<file path="config.mk">
export PLATFORM = sky130hd
export DESIGN_NAME = pad_sync_filter
export DESIGN_NICKNAME = d
export VERILOG_FILES = /design/src/rtl/pad_pkg.sv /design/src/rtl/pad_sync_chan.sv /design/src/rtl/pad_sync_filter.sv
export SDC_FILE = /design/constraint.sdc
export NUM_CORES = 1
export LEC_CHECK = 0
export BUFFER_PORTS_ARGS = -buffer_cell sky130_fd_sc_hd__buf_2
export CELL_PAD_IN_SITES_DETAIL_PLACEMENT = 0
export CELL_PAD_IN_SITES_GLOBAL_PLACEMENT = 1
export CORE_MARGIN = 1.5
export CORE_UTILIZATION = 42
export CTS_CLUSTER_DIAMETER = 40
export DETAILED_ROUTE_END_ITERATION = 8
export PLACE_DENSITY_LB_ADDON = 0.1
export SYNTH_ARGS = -nofsm -noshare
export SYNTH_HDL_FRONTEND = slang
export SYNTH_SLANG_ARGS = --single-unit
</file>
<file path="constraint.sdc">
create_clock -name clk -period 1.55 [get_ports clk]
set_clock_uncertainty 0.05 [all_clocks]
set_input_delay 0.0775 -clock clk [delete_from_list [all_inputs] [get_ports clk]]
set_output_delay 0.0775 -clock clk [all_outputs]
set_load 0.03 [all_outputs]
</file>
<file path="src/rtl/pad_pkg.sv">
// Shared constants and helpers for the pad synchroniser/filter block.
package pad_pkg;

  localparam int unsigned DEF_N_IN        = 5;
  localparam int unsigned DEF_N_OUT       = 1;
  localparam int unsigned DEF_SYNC_STAGES = 2;
  localparam int unsigned DEF_FILT_LEN    = 3;

  // Ceiling log2; returns 0 for inputs of 0 or 1.
  function automatic int unsigned clog2(input int unsigned value);
    int unsigned res;
    int unsigned v;
    res = 0;
    v   = (value > 0) ? value - 1 : 0;
    while (v > 0) begin
      res = res + 1;
      v   = v >> 1;
    end
    return res;
  endfunction

endpackage

</file>
<file path="src/rtl/pad_sync_chan.sv">
// One input channel: synchroniser chain, stability filter and edge pulse generation.
module pad_sync_chan
  import pad_pkg::*;
#(
  parameter int unsigned SYNC_STAGES = DEF_SYNC_STAGES,
  parameter int unsigned FILT_LEN    = DEF_FILT_LEN,
  parameter logic        RST_VAL     = 1'b0
) (
  input  logic clk,
  input  logic rst,
  input  logic bypass,
  input  logic pad_in,
  output logic filt_out,
  output logic rise,
  output logic fall
);

  localparam int unsigned         CNT_W    = clog2(FILT_LEN + 1);
  localparam logic [CNT_W-1:0]    CNT_LAST = CNT_W'(FILT_LEN - 1);

  logic [SYNC_STAGES-1:0] sync_q, sync_d;
  logic                   sync;
  logic [CNT_W-1:0]       cnt_q, cnt_d;
  logic                   filt_q, filt_d;
  logic                   byp_q, byp_d;
  logic                   rise_q, rise_d;
  logic                   fall_q, fall_d;

  assign sync = sync_q[SYNC_STAGES-1];

  // Next-state: counter only runs in filter mode and restarts after any bypass change.
  always_comb begin
    sync_d = {sync_q[SYNC_STAGES-2:0], pad_in};
    cnt_d  = '0;
    filt_d = filt_q;
    byp_d  = bypass;
    if (bypass) begin
      filt_d = sync;
    end else if (!byp_q && (sync != filt_q)) begin
      if (cnt_q == CNT_LAST) begin
        filt_d = sync;
      end else begin
        cnt_d = cnt_q + CNT_W'(1);
      end
    end
    rise_d = filt_d & ~filt_q;
    fall_d = ~filt_d & filt_q;
  end

  always_ff @(posedge clk) begin
    if (rst) begin
      sync_q <= {SYNC_STAGES{RST_VAL}};
      cnt_q  <= '0;
      filt_q <= RST_VAL;
      byp_q  <= 1'b0;
      rise_q <= 1'b0;
      fall_q <= 1'b0;
    end else begin
      sync_q <= sync_d;
      cnt_q  <= cnt_d;
      filt_q <= filt_d;
      byp_q  <= byp_d;
      rise_q <= rise_d;
      fall_q <= fall_d;
    end
  end

  assign filt_out = filt_q;
  assign rise     = rise_q;
  assign fall     = fall_q;

endmodule

</file>
<file path="src/rtl/pad_sync_filter.sv">
// Pad interface: filtered, synchronised input channels plus registered output pad drive.
module pad_sync_filter
  import pad_pkg::*;
#(
  parameter int unsigned     N_IN        = DEF_N_IN,
  parameter int unsigned     N_OUT       = DEF_N_OUT,
  parameter int unsigned     SYNC_STAGES = DEF_SYNC_STAGES,
  parameter int unsigned     FILT_LEN    = DEF_FILT_LEN,
  parameter logic [N_IN-1:0] IN_RST_VAL  = '0
) (
  input  logic             clk,
  input  logic             rst,
  input  logic             bypass,
  input  logic [N_IN-1:0]  pad_in,
  output logic [N_IN-1:0]  filt_out,
  output logic [N_IN-1:0]  rise,
  output logic [N_IN-1:0]  fall,
  input  logic [N_OUT-1:0] core_out,
  input  logic [N_OUT-1:0] core_oe,
  output logic [N_OUT-1:0] pad_out,
  output logic [N_OUT-1:0] pad_oe
);

  for (genvar i = 0; i < int'(N_IN); i++) begin : g_chan
    pad_sync_chan #(
      .SYNC_STAGES (SYNC_STAGES),
      .FILT_LEN    (FILT_LEN),
      .RST_VAL     (IN_RST_VAL[i])
    ) u_chan (
      .clk      (clk),
      .rst      (rst),
      .bypass   (bypass),
      .pad_in   (pad_in[i]),
      .filt_out (filt_out[i]),
      .rise     (rise[i]),
      .fall     (fall[i])
    );
  end

  logic [N_OUT-1:0] pad_out_q, pad_out_d;
  logic [N_OUT-1:0] pad_oe_q, pad_oe_d;

  // Output pads are a straight one-cycle retiming of the core signals.
  always_comb begin
    pad_out_d = core_out;
    pad_oe_d  = core_oe;
  end

  always_ff @(posedge clk) begin
    if (rst) begin
      pad_out_q <= '0;
      pad_oe_q  <= '0;
    end else begin
      pad_out_q <= pad_out_d;
      pad_oe_q  <= pad_oe_d;
    end
  end

  assign pad_out = pad_out_q;
  assign pad_oe  = pad_oe_q;

endmodule

</file>
# == Word-level counts from Yosys, hierarchy flattened ==
# Index checks and enable logic that the tools add are counted.
# word_totals
register_bits,38
input_bits,10
output_inout_bits,17
elab_cells,94
# classes
add_sub_neg,5
eq_ne,10
n_mux,15
n_bitwise,25
n_reduce_logical,11
# op_table
cell,count
OR reduction 4 bit,5
2-to-1 mux 1 bit,15
inverter 1 bit,15
adder 2 x 1 -> 2 bit (second input constant),5
bitwise AND 1 bit,10
equality test 2 bit (second input constant),5
logical AND 1 bit,5
inequality test 1 bit,5
logical NOT 1 bit,1

# == Depth between registers and ports, before layout ==
# depth
depth_word,6
depth_mapped,4
depth_no_buf,4

# == Modules after synthesis ==
# From an unflattened synthesis, not the netlist that was laid out.
# hier_totals
cells_unflattened,129
hier_area_um2,1453.9
# by_module_without_submodules
module,instances,cells_each,area_each_um2,seq_area_each_um2
pad_sync_chan,5,25,280.3,160.2
pad_sync_filter,1,4,52.6,40.0

# == Least setup slack after synthesis ==
# OpenSTA, ideal clock, no wires.
# synth_path
path_kind,reg2reg
startpoint,register g_chan[3].u_chan.byp_q (netlist name)
endpoint,register g_chan[2].u_chan.cnt_q[0]
setup_time_ns,0.062
arrival_ns,1.131
required_time_ns,1.438
slack_ns,0.307
path_stages_with_launch,4
path_buffers,0
period_less_slack_ns,1.243
cell_sequence,dfxtp_1 > or3_4 > or3_4 > nor2_2
# synth_rtl
element,line,rtl
"end signal, assigned",pad_sync_chan.sv:60,cnt_q <= cnt_d;
"end, declared",pad_sync_chan.sv:23,"logic [CNT_W-1:0] cnt_q, cnt_d;"

# == Worst setup path in the final report ==
# layout_path
startpoint,input bypass
endpoint,register g_chan[4].u_chan.cnt_q[0]
# layout_via
elab_chain_len,1
# layout_rtl
element,line,rtl
"start, declared",pad_sync_filter.sv:13,"input logic bypass,"
OR reduction 4 bit (no line),--,
"end signal, assigned",pad_sync_chan.sv:60,
"end, declared",pad_sync_chan.sv:23,
# No other way between the ends.
# A chain may end at the register's enable or synchronous reset.

==> impl_metrics.json <==
{
  "globalplace.congestion": 0.650,
  "first_pass_iters": 2,
  "clock.fmax_mhz": 724,
  "dr.first_iter.drc_count": 19,
  "yosysTopAreaCell": "dfxtp_1",
  "grt_pass1_wl_um": 3510,
  "clkTransAtPathRegs_ns": 0.12,
  "clk_path_buf_depth": 2,
  "required_ns": 1.79,
  "status": "complete, no violations",
  "setup_tns_ns": 0,
  "die-area_sq_mm": 0.00381,
  "ios": 27,
  "cp_slowest_cell": "dlygate4sd3_1",
  "fillers": 333,
  "grtUsageTotal": 0.132,
  "postLayoutCoreUtil": 0.513,
  "start_kind": "input port",
  "yosysUniqueCellTypes": 13,
  "powerDensity_mw_per_mm2": 1170,
  "worst_setup_path_end_kind": "register",
  "p_leak_nw": 0.698,
  "clkSinkCount": 38,
  "synth_seq_cells": 38,
  "relSlewSlack": 0.782,
  "routed_wl_um": 2110,
  "synth-simple-area-share": 0.249,
  "seq_area_frac_synth": 0.525,
  "cts_root_buf": "clkbuf_4",
  "critPathTopFamily": "simple AND/OR/NAND/NOR gates",
  "crit_chain": "dlygate4sd3_1 -> buf_2 -> or3_4 -> or3_4 -> nor2_2",
  "die_h_um": 61.8,
  "synth_top_area_frac": 0.525,
  "hold_viol": 0,
  "setup_viol_count_final": 0,
  "final-instance-count-excl-fill": 202,
  "critPathMaxStageDelay_ns": 0.53,
  "max_cap_viol_count": 0,
  "insertion_delay_ns": 0.34,
  "portBuffers": 26,
  "hold_path.class": "input port to register",
  "synth.top_cells.by_area": "dfxtp_1 (52%), buf_4 (7.8%), nor4b_1 (6.0%)",
  "drtAntennaViolNets": 0,
  "syn_nets": 146,
  "synth_compound_area_frac": 0.0173,
  "arrival_ns": 1.62,
  "rsz0062_at_grt": "no",
  "place_inst": 186,
  "gr-total-overflow": 0,
  "core-area_sq_mm": 0.00334,
  "syn_avg_cell_area_sq_um": 11.1,
  "final_nets": 170,
  "placementRows": 21,
  "wl_per_cell_um": 10.5,
  "vias_per_cell": 4.39,
  "yosysWarningCount": 0,
  "critical_path_buf_inv_count": 2,
  "whs_ns": 0.113,
  "die_w_um": 61.8,
  "max-vdd-ir-drop_v": 0.000515,
  "tritoncts": "yes",
  "routed-via-count": 886,
  "worstPathMaxFanout": 7,
  "worstMarginPinSlew_ns": 0.327,
  "htree_levels": 2,
  "synth-xor-area-share": 0.0302,
  "slew_viol_final": 0,
  "synth_mux_area_frac": 0.0345,
  "grt_pass1_vias": 861,
  "post-route-min-period_ns": 1.38,
  "drc": 0,
  "antenna_found_initial": 0,
  "netlist_area_sq_mm": 0.00145,
  "cp_common_cell": "or3_4",
  "yosys.area_share.adder": 0.0431,
  "finalCritPeriodShare": 0.892,
  "post-dp-hpwl_um": 1450,
  "grt_max_degree": 34,
  "drive_gt1_frac": 0.327,
  "area_growth_pct": 18.1,
  "synth_top_family_by_area": "simple AND/OR/NAND/NOR gates",
  "worstSetupPathType": "input port to register",
  "initial_core_util": 0.435,
  "num_antenna_cells": 0,
  "numCtsBuffers": 5,
  "syn_inst": 131
}
-- through the flow --
stage	power [W]	setup WS, ns	area, sq um
final	0.00201	0.168	1710
after global routing	0.00209	0.133	1710
after CTS	0.00204	0.175	1710
after detailed placement	0.00115	0.252	1520
after global placement	0.00115	0.268	1520
after floorplan	0.00112	0.307	1450
-- registers in the layout, summed over array words and instances, names as in the netlist --
name	cells
g_chan.u_chan.fall	5
g_chan.u_chan.filt_out	5
pad_oe	1
g_chan.u_chan.byp_q	1
g_chan.u_chan.cnt_q	10
g_chan.u_chan.rise	5
g_chan.u_chan.sync_q	10
pad_out	1
-- layout make-up --
cell class / instances / area (sq um) / area share
Sequential cell: 38 / 761 / 0.444
Multi-Input combinational cell: 69 / 543 / 0.317
Timing Repair Buffer: 35 / 218 / 0.127
Clock inverter: 2 / 60.1 / 0.0351
Tap cell: 46 / 57.6 / 0.0336
Clock buffer: 6 / 51.3 / 0.0299
Inverter: 6 / 22.5 / 0.0131
-- Yosys cell counts (all sizes together) --
library cell,instances
buf,15
nor2b,13
nor2,10
xnor2,5
a21oi,5
nor4b,10
dfxtp,38
nand2b,10
inv,6
clkbuf,3
mux2i,5
or3,6
ha,5
-- cells by family (layout without fill, tap and decap cells) --
group	Yosys count	count (layout)
xor+xnor	5	5
fa+ha+maj	5	5
mux	5	5
flops	38	38
buf+inv	24	49
simple gates	49	49
compound gates	5	5
-- cells in the final DEF, fill, tap and decap left out --
master / netlist / routed
nor2_2: 10 / 10
bufinv_16: 0 / 2
nand2b_1: 10 / 10
inv_1: 6 / 6
dfxtp_1: 38 / 38
buf_2: 0 / 26
dlygate4sd3_1: 0 / 8
xnor2_1: 5 / 5
mux2i_1: 5 / 5
nor4b_1: 10 / 10
clkbuf_4: 0 / 5
a21oi_1: 5 / 5
clkbuf_8: 0 / 1
or3_4: 6 / 6
buf_4: 15 / 1
nor2b_1: 13 / 13
ha_1: 5 / 5
-- report_power, final --
part           leakage [nW]  internal, W  switching, W
registers             0.310      0.00100     0.0000146
clock network        0.0585     0.000546      0.000321
logic                 0.330    0.0000624     0.0000640
-- worst paths after layout --
kind	start	endpoint	slack (ns)	cells past startpoint
setup / recovery	bypass	g_chan[4].u_chan.cnt_q[0]$_SDFF_PP0_	0.17	5
hold / removal	rst	g_chan[0].u_chan.cnt_q[1]$_SDFF_PP0_	0.11	4
setup reg to reg	g_chan[3].u_chan.byp_q$_SDFF_PP0_	g_chan[4].u_chan.cnt_q[0]$_SDFF_PP0_	0.24	3
hold reg to reg	g_chan[2].u_chan.cnt_q[0]$_SDFF_PP0_	g_chan[2].u_chan.cnt_q[0]$_SDFF_PP0_	0.37	1
-- per-layer routing --
| layer | up-vias | track usage | wire length (um) |
|---|---|---|---|
| li1 | 461 | - | - |
| met1 | 401 | 0.152 | 986 |
| met2 | 19 | 0.206 | 985 |
| met3 | 5 | 0.0435 | 91 |
| met4 | 0 | 0.0912 | 48 |
| met5 | - | 0 | 0 |
-- worst min-delay path, delay by kind of cell --
family        cells  cell delay (ns)
buf+inv           1             0.10
simple gates      3             0.31
-- timing repair --
item,in CTS,in global routing
setup endpoints to repair,0,0
hold buffers,8,0
resized for setup,0,0
setup buffers,0,0
endpoints found under the hold margin,8,0
No activity file was read; power rests on OpenSTA's default activity.
